File: config.mk
export PLATFORM = sky130hd
export DESIGN_NAME = uart_tx_periph
export DESIGN_NICKNAME = d
export VERILOG_FILES = /design/src/rtl/uart_tx_periph.sv
export SDC_FILE = /design/constraint.sdc
export NUM_CORES = 1
export LEC_CHECK = 0
export CORE_ASPECT_RATIO = 0.6
export CORE_UTILIZATION = 55
export DETAILED_ROUTE_END_ITERATION = 10
export DONT_BUFFER_PORTS = 1
export PLACE_DENSITY = 0.84
export SETUP_SLACK_MARGIN = 0.2
export SYNTH_ARGS = -nofsm -noshare
export SYNTH_HDL_FRONTEND = slang
export SYNTH_SLANG_ARGS = --single-unit
File: constraint.sdc
create_clock -name clk -period 2.8 [get_ports clk]
set_input_delay 0.28 -clock clk [delete_from_list [all_inputs] [get_ports clk]]
set_output_delay 0.28 -clock clk [all_outputs]
set_load 0.02 [all_outputs]
File: src/rtl/uart_tx_periph.sv
// -----------------------------------------------------------------------------
// uart_tx_periph
//
// Memory-mapped 8N1 UART transmitter on the picorv32 native memory bus.
// CPU stores to DATA push bytes into a small circular FIFO; a serializer
// FSM drains the FIFO onto serialOut, LSB first. STATUS exposes FIFO level
// and busy state so firmware can poll instead of relying on write stalls.
//
// Register map (mem_addr[3:2]):
//   0 DATA   : write with mem_wstrb[0]=1 pushes mem_wdata[7:0]; reads 0
//   1 STATUS : bit0 busy, bit1 full, bit2 empty, [8+CW-1:8] count (RO)
//   2, 3     : read 0, writes ignored
//
// Parameters:
//   BAUD_DIV   : clocks per serial bit, 2..65535
//   FIFO_DEPTH : FIFO entries, power of two, 2..16
//
// Ports:
//   clk        in   system clock
//   resn       in   asynchronous active-low reset
//   enable     in   chip select from the memory decoder
//   mem_valid  in   bus request
//   mem_ready  out  one-cycle registered transfer acknowledge
//   mem_addr   in   byte address, only [3:2] decoded
//   mem_wdata  in   write data, only [7:0] used
//   mem_wstrb  in   byte strobes, all zero means read
//   mem_rdata  out  registered read data, zero whenever mem_ready is low
//   serialOut  out  registered UART TX line, idle high
// -----------------------------------------------------------------------------
module uart_tx_periph #(
  parameter int BAUD_DIV   = 434,
  parameter int FIFO_DEPTH = 8
) (
  input  logic        clk,
  input  logic        resn,
  input  logic        enable,
  input  logic        mem_valid,
  output logic        mem_ready,
  input  logic [31:0] mem_addr,
  input  logic [31:0] mem_wdata,
  input  logic [3:0]  mem_wstrb,
  output logic [31:0] mem_rdata,
  output logic        serialOut
);

  localparam int AW = $clog2(FIFO_DEPTH);
  localparam int CW = AW + 1;
  localparam logic [CW-1:0] DEPTH_C   = CW'(FIFO_DEPTH);
  localparam logic [CW-1:0] ZERO_C    = {CW{1'b0}};
  localparam logic [CW-1:0] ONE_C     = CW'(1);
  localparam logic [AW-1:0] PTR_ONE_C = AW'(1);
  localparam logic [15:0]   BAUD_LAST = 16'(BAUD_DIV - 1);

  typedef enum logic [1:0] {
    ST_IDLE  = 2'd0,
    ST_START = 2'd1,
    ST_DATA  = 2'd2,
    ST_STOP  = 2'd3
  } state_e;

  // Bus / FIFO state
  logic            mem_ready_q;
  logic [31:0]     mem_rdata_q;
  logic [7:0]      fifo_q [FIFO_DEPTH];
  logic [AW-1:0]   wptr_q;
  logic [AW-1:0]   rptr_q;
  logic [CW-1:0]   count_q;
  logic [CW-1:0]   count_d;
  logic [31:0]     rdata_d;

  // Serializer state
  state_e          state_q;
  logic [7:0]      shift_q;
  logic [2:0]      bit_cnt_q;
  logic [15:0]     baud_q;
  logic            serial_q;

  // Decode
  logic            accept_s;
  logic            is_read_s;
  logic            push_req_s;
  logic            push_s;
  logic            pop_s;
  logic            ack_s;
  logic            full_s;
  logic            empty_s;
  logic            baud_end_s;
  logic [31:0]     status_s;

  // Address and data bits outside the decoded fields are intentionally ignored.
  logic            unused_s;
  assign unused_s = ^{mem_addr[31:4], mem_addr[1:0], mem_wdata[31:8]};

  // Bus request decode, FIFO push/pop qualification and STATUS word.
  always_comb begin
    accept_s   = mem_valid & enable & ~mem_ready_q;
    is_read_s  = (mem_wstrb == 4'b0000);
    full_s     = (count_q == DEPTH_C);
    empty_s    = (count_q == ZERO_C);
    push_req_s = accept_s & (mem_addr[3:2] == 2'd0) & mem_wstrb[0];
    // A push against a full FIFO is held off (no ack) and retried next cycle;
    // a same-cycle pop only frees the slot once count_q has updated.
    push_s     = push_req_s & ~full_s;
    ack_s      = accept_s & ~(push_req_s & full_s);
    pop_s      = (state_q == ST_IDLE) & ~empty_s;
    baud_end_s = (baud_q == BAUD_LAST);

    status_s            = 32'd0;
    status_s[0]         = (state_q != ST_IDLE) | ~empty_s;
    status_s[1]         = full_s;
    status_s[2]         = empty_s;
    status_s[8 +: CW]   = count_q;
  end

  // Next-state for read data and FIFO occupancy.
  always_comb begin
    if (ack_s && is_read_s && (mem_addr[3:2] == 2'd1)) begin
      rdata_d = status_s;
    end else begin
      rdata_d = 32'd0;
    end

    case ({push_s, pop_s})
      2'b10:   count_d = count_q + ONE_C;
      2'b01:   count_d = count_q - ONE_C;
      default: count_d = count_q;
    endcase
  end

  // Bus acknowledge, read data register and FIFO storage/pointers.
  always_ff @(posedge clk or negedge resn) begin
    if (!resn) begin
      mem_ready_q <= 1'b0;
      mem_rdata_q <= 32'd0;
      wptr_q      <= {AW{1'b0}};
      rptr_q      <= {AW{1'b0}};
      count_q     <= ZERO_C;
      for (int i = 0; i < FIFO_DEPTH; i++) begin
        fifo_q[i] <= 8'd0;
      end
    end else begin
      mem_ready_q <= ack_s;
      mem_rdata_q <= rdata_d;
      count_q     <= count_d;
      if (push_s) begin
        fifo_q[wptr_q] <= mem_wdata[7:0];
        wptr_q         <= wptr_q + PTR_ONE_C;
      end
      if (pop_s) begin
        rptr_q <= rptr_q + PTR_ONE_C;
      end
    end
  end

  // Serializer FSM. serialOut is registered from the current state, so the
  // line trails the state by one clock; every bit keeps its full length.
  always_ff @(posedge clk or negedge resn) begin
    if (!resn) begin
      state_q   <= ST_IDLE;
      shift_q   <= 8'd0;
      bit_cnt_q <= 3'd0;
      baud_q    <= 16'd0;
      serial_q  <= 1'b1;
    end else begin
      case (state_q)
        ST_IDLE: begin
          serial_q <= 1'b1;
          if (pop_s) begin
            shift_q   <= fifo_q[rptr_q];
            bit_cnt_q <= 3'd0;
            baud_q    <= 16'd0;
            state_q   <= ST_START;
          end
        end
        ST_START: begin
          serial_q <= 1'b0;
          if (baud_end_s) begin
            baud_q    <= 16'd0;
            bit_cnt_q <= 3'd0;
            state_q   <= ST_DATA;
          end else begin
            baud_q <= baud_q + 16'd1;
          end
        end
        ST_DATA: begin
          serial_q <= shift_q[0];
          if (baud_end_s) begin
            baud_q  <= 16'd0;
            shift_q <= {1'b0, shift_q[7:1]};
            if (bit_cnt_q == 3'd7) begin
              state_q <= ST_STOP;
            end else begin
              bit_cnt_q <= bit_cnt_q + 3'd1;
            end
          end else begin
            baud_q <= baud_q + 16'd1;
          end
        end
        ST_STOP: begin
          serial_q <= 1'b1;
          if (baud_end_s) begin
            baud_q  <= 16'd0;
            state_q <= ST_IDLE;
          end else begin
            baud_q <= baud_q + 16'd1;
          end
        end
        default: begin
          serial_q <= 1'b1;
          baud_q   <= 16'd0;
          state_q  <= ST_IDLE;
        end
      endcase
    end
  end

  assign mem_ready = mem_ready_q;
  assign mem_rdata = mem_rdata_q;
  assign serialOut = serial_q;

endmodule

==> results of run 1 <==
metal layers:
metal  part of all wire [%]  GRT usage [%]  wire [microns]
met4                   0.51          4.157              55
met2                     45          35.34            4906
met3                    5.7          6.305             612
met1                     48          30.88            5217
met5                      0              0               0
registers in the layout (all words and copies together), names as in the netlist:
name / cells
state_q: 2
wptr_q: 3
mem_rdata: 7
shift_q: 8
fifo_q: 64
bit_cnt_q: 3
baud_q: 16
count_q: 4
rptr_q: 3
serialOut: 1
mem_ready: 1
worst register-to-register path, stage by stage, from the launching register on:
cell,delay (ns)
dfrtp_1,0.46
nand3b_1,0.30
nor3_2,0.27
inv_1,0.10
ha_1,0.27
xor2_1,0.16
ha_1,0.20
a21oi_1,0.14
xor2_1,0.17
nor2_1,0.06
xor2_1,0.14
Yosys cell counts (2+ instances only):
master,instances,area (sq um)
and3_1,2,12.51
a22o_1,4,35.03
xnor2_1,8,70.07
a221o_1,7,70.07
o21ai_0,4,20.02
o41ai_1,3,26.28
nor2b_1,2,12.51
mux2i_1,12,120.1
ha_1,16,200.2
a2111oi_0,2,17.52
o31ai_1,5,37.54
a21oi_1,7,35.03
or2_2,3,18.77
nor3_1,7,35.03
and2_1,7,43.79
dfrtp_1,111,2778
or3b_2,2,17.52
o22ai_1,3,18.77
buf_4,25,187.7
nand2_1,14,52.55
buf_1,3,11.26
mux2_2,67,754.5
buf_2,9,45.04
nand3_1,6,30.03
mux4_2,16,360.4
nand3b_1,6,45.04
a211oi_1,3,22.52
nand4_1,2,12.51
clkbuf_1,7,26.28
nor4_4,2,42.54
and4_1,2,17.52
nor4_1,2,12.51
xor2_1,5,43.79
inv_1,11,41.29
nor2_1,22,82.58
buf_6,2,22.52
and4b_1,2,20.02
per-stage QoR:
| stage | power [mW] | cell area (sq um) | utilization, % | hold WS, ns | instances |
|---|---|---|---|---|---|
| 4_1_cts | 5.256 | 6120 | 61.08 | -0.3965 | 581 |
| 3_3_place_gp | 3.821 | 5808 | 57.97 | -0.01363 | 565 |
| 6_report | 5.253 | 6133 | 61.21 | -0.3815 | 581 |
| 2_1_floorplan | 3.565 | 5849 | - | -0.01559 | 465 |
| 5_1_grt | 5.553 | 6133 | 61.21 | -0.3990 | 581 |
| 3_5_place_dp | 3.925 | 5808 | 57.97 | -0.01353 | 565 |
cells by family after synthesis:
kind of cell	count (synthesis)	share of synthesized area [%]
buf+inv	57	5.808
fa+ha+maj	16	3.480
flops	112	48.75
xor+xnor	13	1.980
simple gates	97	10.81
compound gates	50	7.636
other cells	1	0.06520
mux	95	21.47
path summary, 6_finish.rpt:
kind                                   start      endpoint  slack (ns)  cells past startpoint
min in group clk                mem_wstrb[0]     mem_ready        0.02                      1
worst max-delay path               mem_ready    count_q[2]        0.41                     10
worst max register to register     mem_ready    count_q[2]        0.41                     10
worst min register to register  bit_cnt_q[0]  bit_cnt_q[0]        0.49                      1
max in group asynchronous               resn     serialOut        2.96                      0
worst min-delay path                    resn    fifo_q[60]       -0.38                      0
layout make-up:
class                      count  share of cell area, %
sequential                   112                  45.72
multi-input combinational    296                  44.43
clock buffer                   9                  3.672
tap                          135                  2.754
clock inverter                 7                  1.408
timing repair buffer          11                  1.346
inverter                      11                 0.6732
power breakdown:
group	internal (mW)	leakage [nW]	total [mW]	switching [mW]
clock	0.713	0.150	1.33	0.620
sequential	1.90	1.52	2.24	0.340
combinational	0.843	1.14	1.68	0.837
repair_timing:
action / 4_1_cts / 5_1_grt
resized for setup: 0 / 2
endpoints found under the setup margin: 0 / 6
hold endpoints to repair: 112 / 112
buffers inserted: 0 / 0
==> results.ini, run 1 <==
[final_layout]
seqCellArea_sq_mm=0.002804
antenna_cells=0
nNetsFinal=529
multi_input_area_sq_mm=0.002725
nFillCells=770
syn_to_final_growth_pct=6.635
final_layout_size_suffix_gt1_share_pct=30.72
final_common_cell=dfrtp_1
final_cell_mix=dfrtp_1 (111), mux2_2 (67), conb_1 (25), nor2_1 (22)

[die]
rows=28
initial_core_util_pct=57.41
die_w_microns=134.0
core_sq_mm=0.01002
pin_count=106
fp.dieH_microns=81.22
fp.dieArea_sq_mm=0.01088

[critical_path]
path_delay_family=simple AND/OR/NAND/NOR gates
slowest_stage=dfrtp_1
required_ns=3.03
crit_chain=nand3b_1 -> nor3_2 -> inv_1 -> ha_1 -> xor2_1 -> ha_1 -> a21oi_1 -> xor2_1 -> nor2_1 -> xor2_1
path_max_fanout=5
worstSetupPathType=reg2reg
cp-start-kind=flop
cp_data_arrival_time_ns=2.62
cp_num_buf_inv=1
crit_path_end_kind=flop
crit_top_cell=xor2_1
cpPeakStageDelay_ns=0.46

[flow_run]
drv_cap=0

[power_and_ir_drop]
vdd_drop_max_uv=561.4
power_density_mw_per_mm2=856.4
p_leak_nw=2.810

[placement]
port_buffers=0
dp_hpwl_microns=7427
place_ws_ns=0.3939
gp_congestion=0.8552

[grt]
antenna_found_initial=0
track_usage_pct=22.23
grt_pass1_wl_microns=18260
grt_pass1_vias=3615
grt_max_degree=113
grt-ovfl-total=0

[cts]
cts_tree=built
cts_num_sinks=112
htreeDepth=3
clkTransAtPathRegs_ns=0.08
clockBufferDepth=2
clk_latency_ns=0.35
cts_buffers=9
root_buffer=clkbuf_16

[synth]
ys_warn_count=0
synth_cells=441
synth_edf_count=0
avgSynthCellArea_sq_um=13.04
synth_cell_type_count=67
async_flop_share_pct=100.0
synth_ff_type=dfrtp_1
ys_seq_area_share_pct=48.75
synthesis.area_sq_mm=0.005752
synth-seq-cells=112

[sta]
rsz0062_at_grt=no
hold_ws_ns=-0.3815
finClkSkew_ns=0.01071
slew_violations=0
setup_viol=0
relSlewSlack_pct=51.40
clock.fmax_mhz=418.9
tightest_slew_ns=0.7223
setup_slack_ns=0.4128
final-hold-violation-count=112
finalCritPeriodShare_pct=85.26
finalSetupTns_ns=0
period_needed_ns=2.387

[run_status]
status=finished with violations
violations=negative hold slack

[route]
postRouteAntennaNets=0
post_drt_wl_per_cell_microns=18.57
drt_iter0_drc=270
routed_wl_microns=10790
dr.pass1.iters=5
vias=3478
drc=0
vias_per_cell=5.986

[worst_hold_path]
min_path_type=in2async

Note: power is estimated with default switching activity, not from simulation.
==> run 2: changes to the inputs <==
--- a/config.mk
+++ b/config.mk
@@ -5,12 +5,15 @@
 export SDC_FILE = /design/constraint.sdc
 export NUM_CORES = 1
 export LEC_CHECK = 0
+export CELL_PAD_IN_SITES_DETAIL_PLACEMENT = 0
+export CELL_PAD_IN_SITES_GLOBAL_PLACEMENT = 1
 export CORE_ASPECT_RATIO = 0.6
-export CORE_UTILIZATION = 55
+export CORE_UTILIZATION = 46
 export DETAILED_ROUTE_END_ITERATION = 10
 export DONT_BUFFER_PORTS = 1
-export PLACE_DENSITY = 0.84
+export PLACE_DENSITY = 0.86
 export SETUP_SLACK_MARGIN = 0.2
+export SLEW_MARGIN = 20
 export SYNTH_ARGS = -nofsm -noshare
 export SYNTH_HDL_FRONTEND = slang
 export SYNTH_SLANG_ARGS = --single-unit
==> run 2 against run 1 <==
  * The run still ends with negative hold slack left
  * Total power shrank 1.7%
  * Maximum frequency decreased by 4.8%
  * Clock skew hardly changed
  * Non-clock buffer count did not move
  * Final cell count up 5.2%
  * Utilization fell by 11 points
  * Worst hold slack got worse by 0.0086 ns
  * Critical endpoint is now bit_cnt_q[2]
==> results.ini, run 2 (same netlist as run 1, synthesis figures left out) <==
[sta]
finalSetupTns_ns=0
hold_ws_ns=-0.3900
slew_violations=0
final-hold-violation-count=112
tightest_slew_ns=0.7305
setup_viol=0
setup_slack_ns=0.2918
clock.fmax_mhz=398.7
finClkSkew_ns=0.01067
rsz0062_at_grt=yes
finalCritPeriodShare_pct=89.58
period_needed_ns=2.508
relSlewSlack_pct=50.85

[final_layout]
final_layout_size_suffix_gt1_share_pct=30.49
design_area_sq_mm=0.006150
largestRegisters=fifo_q (64), baud_q (16), shift_q (8)
final_cell_mix=dfrtp_1 (111), mux2_2 (67), conb_1 (25), nor2_1 (22)
final_util_pct=50.65
final_common_cell=dfrtp_1
largest_reg_flops=64
nNetsFinal=529
antenna_cells=0
syn_to_final_growth_pct=6.918
largest-register=fifo_q
nFillCells=1027

[grt]
grt_use_met3_pct=4.330
grt-ovfl-total=0
antenna_found_initial=0
grt_max_degree=113
grt_pass1_vias=3511
gr-max-usage-layer=met2
track_usage_pct=19.14
use_met1_pct=27.50
grt_pass1_wl_microns=18660
grt_util_met2_pct=28.87

[run_status]
violations=negative hold slack
status=finished with violations

[power_and_ir_drop]
power_density_mw_per_mm2=839.3
p_leak_nw=2.794
vdd_drop_max_uv=424.3
totalPowerFinal_mw=5.162

[route]
vias=3473
postRouteAntennaNets=0
routed_wl_microns=11220
vias_per_cell=5.684
dr.pass1.iters=4
drc=0
drt_iter0_drc=227
post_drt_wl_per_cell_microns=18.36

[placement]
place_ws_ns=0.2746
port_buffers=0
placed_area_sq_mm=0.005858
gp_congestion=0.7947
dp_hpwl_microns=7694

[critical_path]
endpoint=bit_cnt_q[2]
cp-start-kind=flop
worstSetupStartpoint=baud_q[1]
cpPeakStageDelay_ns=0.63
worstSetupPathType=reg2reg
required_ns=3.04
path_max_fanout=11
slowest_stage=nor4_4
crit_path_end_kind=flop
ff2ff_path_depth=7
r2r-end=bit_cnt_q[2]
cp_data_arrival_time_ns=2.74
r2r_start=baud_q[1]
crit_chain=inv_1 -> ha_1 -> or4b_4 -> nor4_4 -> buf_4 -> o211a_1 -> o22ai_1
reg2reg_slack_ns=0.29

[cts]
clk_latency_ns=0.36
root_buffer=clkbuf_16
post_cts_buffers=0
cts_buffers=9
cts_num_sinks=112
clkTransAtPathRegs_ns=0.07
cts_tree=built
htreeDepth=3
clockBufferDepth=2

[die]
pin_count=106
fp.dieArea_sq_mm=0.01297
initial_core_util_pct=47.38
die_w_microns=146.4
rows=31
core_sq_mm=0.01214
fp.dieH_microns=88.62

[worst_hold_path]
min_path_type=in2async

[flow_run]
drv_cap=0

## run 2: metal layers
layer / part of all wire (%) / wire length, microns
met1: 49 / 5463
met2: 44 / 4961
met3: 5.6 / 631
met4: 1.5 / 165
met5: 0 / 0
## run 2: layout make-up
class                   instances  area (sq um)  area share, %
flip-flops and latches        112          2804          45.60
multi-input cells             296          2731          44.42
clock buffers                  10         229.0          3.723
well taps                     165         206.4          3.357
repair buffers                 11         95.09          1.546
clock inverters                 6         42.54         0.6918
inverters                      11         41.29         0.6714
## run 2: worst min path at each step
stage | to | slack, ns
6_report | fifo_q[53] | -0.39
5_1_grt | fifo_q[53] | -0.40
4_1_cts | baud_q[8] | -0.40
3_5_place_dp | fifo_q[53] | -0.01
3_3_place_gp | fifo_q[53] | -0.01
2_1_floorplan | baud_q[0] | -0.02
## run 2: worst max-delay path: cells and delay by family, from the launching register on
kind | cells | cell delay, ns
flops | 1 | 0.40
simple gates | 2 | 1.11
buf+inv | 2 | 0.40
compound gates | 2 | 0.32
fa+ha+maj | 1 | 0.15
## run 2: per-stage QoR
stage                     instances  hold slack [ns]
after floorplan                 465         -0.01559
after global routing            611          -0.3992
final                           611          -0.3900
after CTS                       611          -0.3976
after global placement          595         -0.01359
after detailed placement        595         -0.01428
## run 2: repair_timing
action,4_1_cts,5_1_grt
setup endpoints to repair,0,7
hold endpoints to repair,112,112
gates resized for setup,0,3
## run 2: report_power, final
group	switching, mW	total, mW	leakage (nW)	internal, mW
registers	0.361	2.26	1.52	1.90
clock network	0.604	1.21	0.129	0.608
logic	0.831	1.69	1.15	0.858
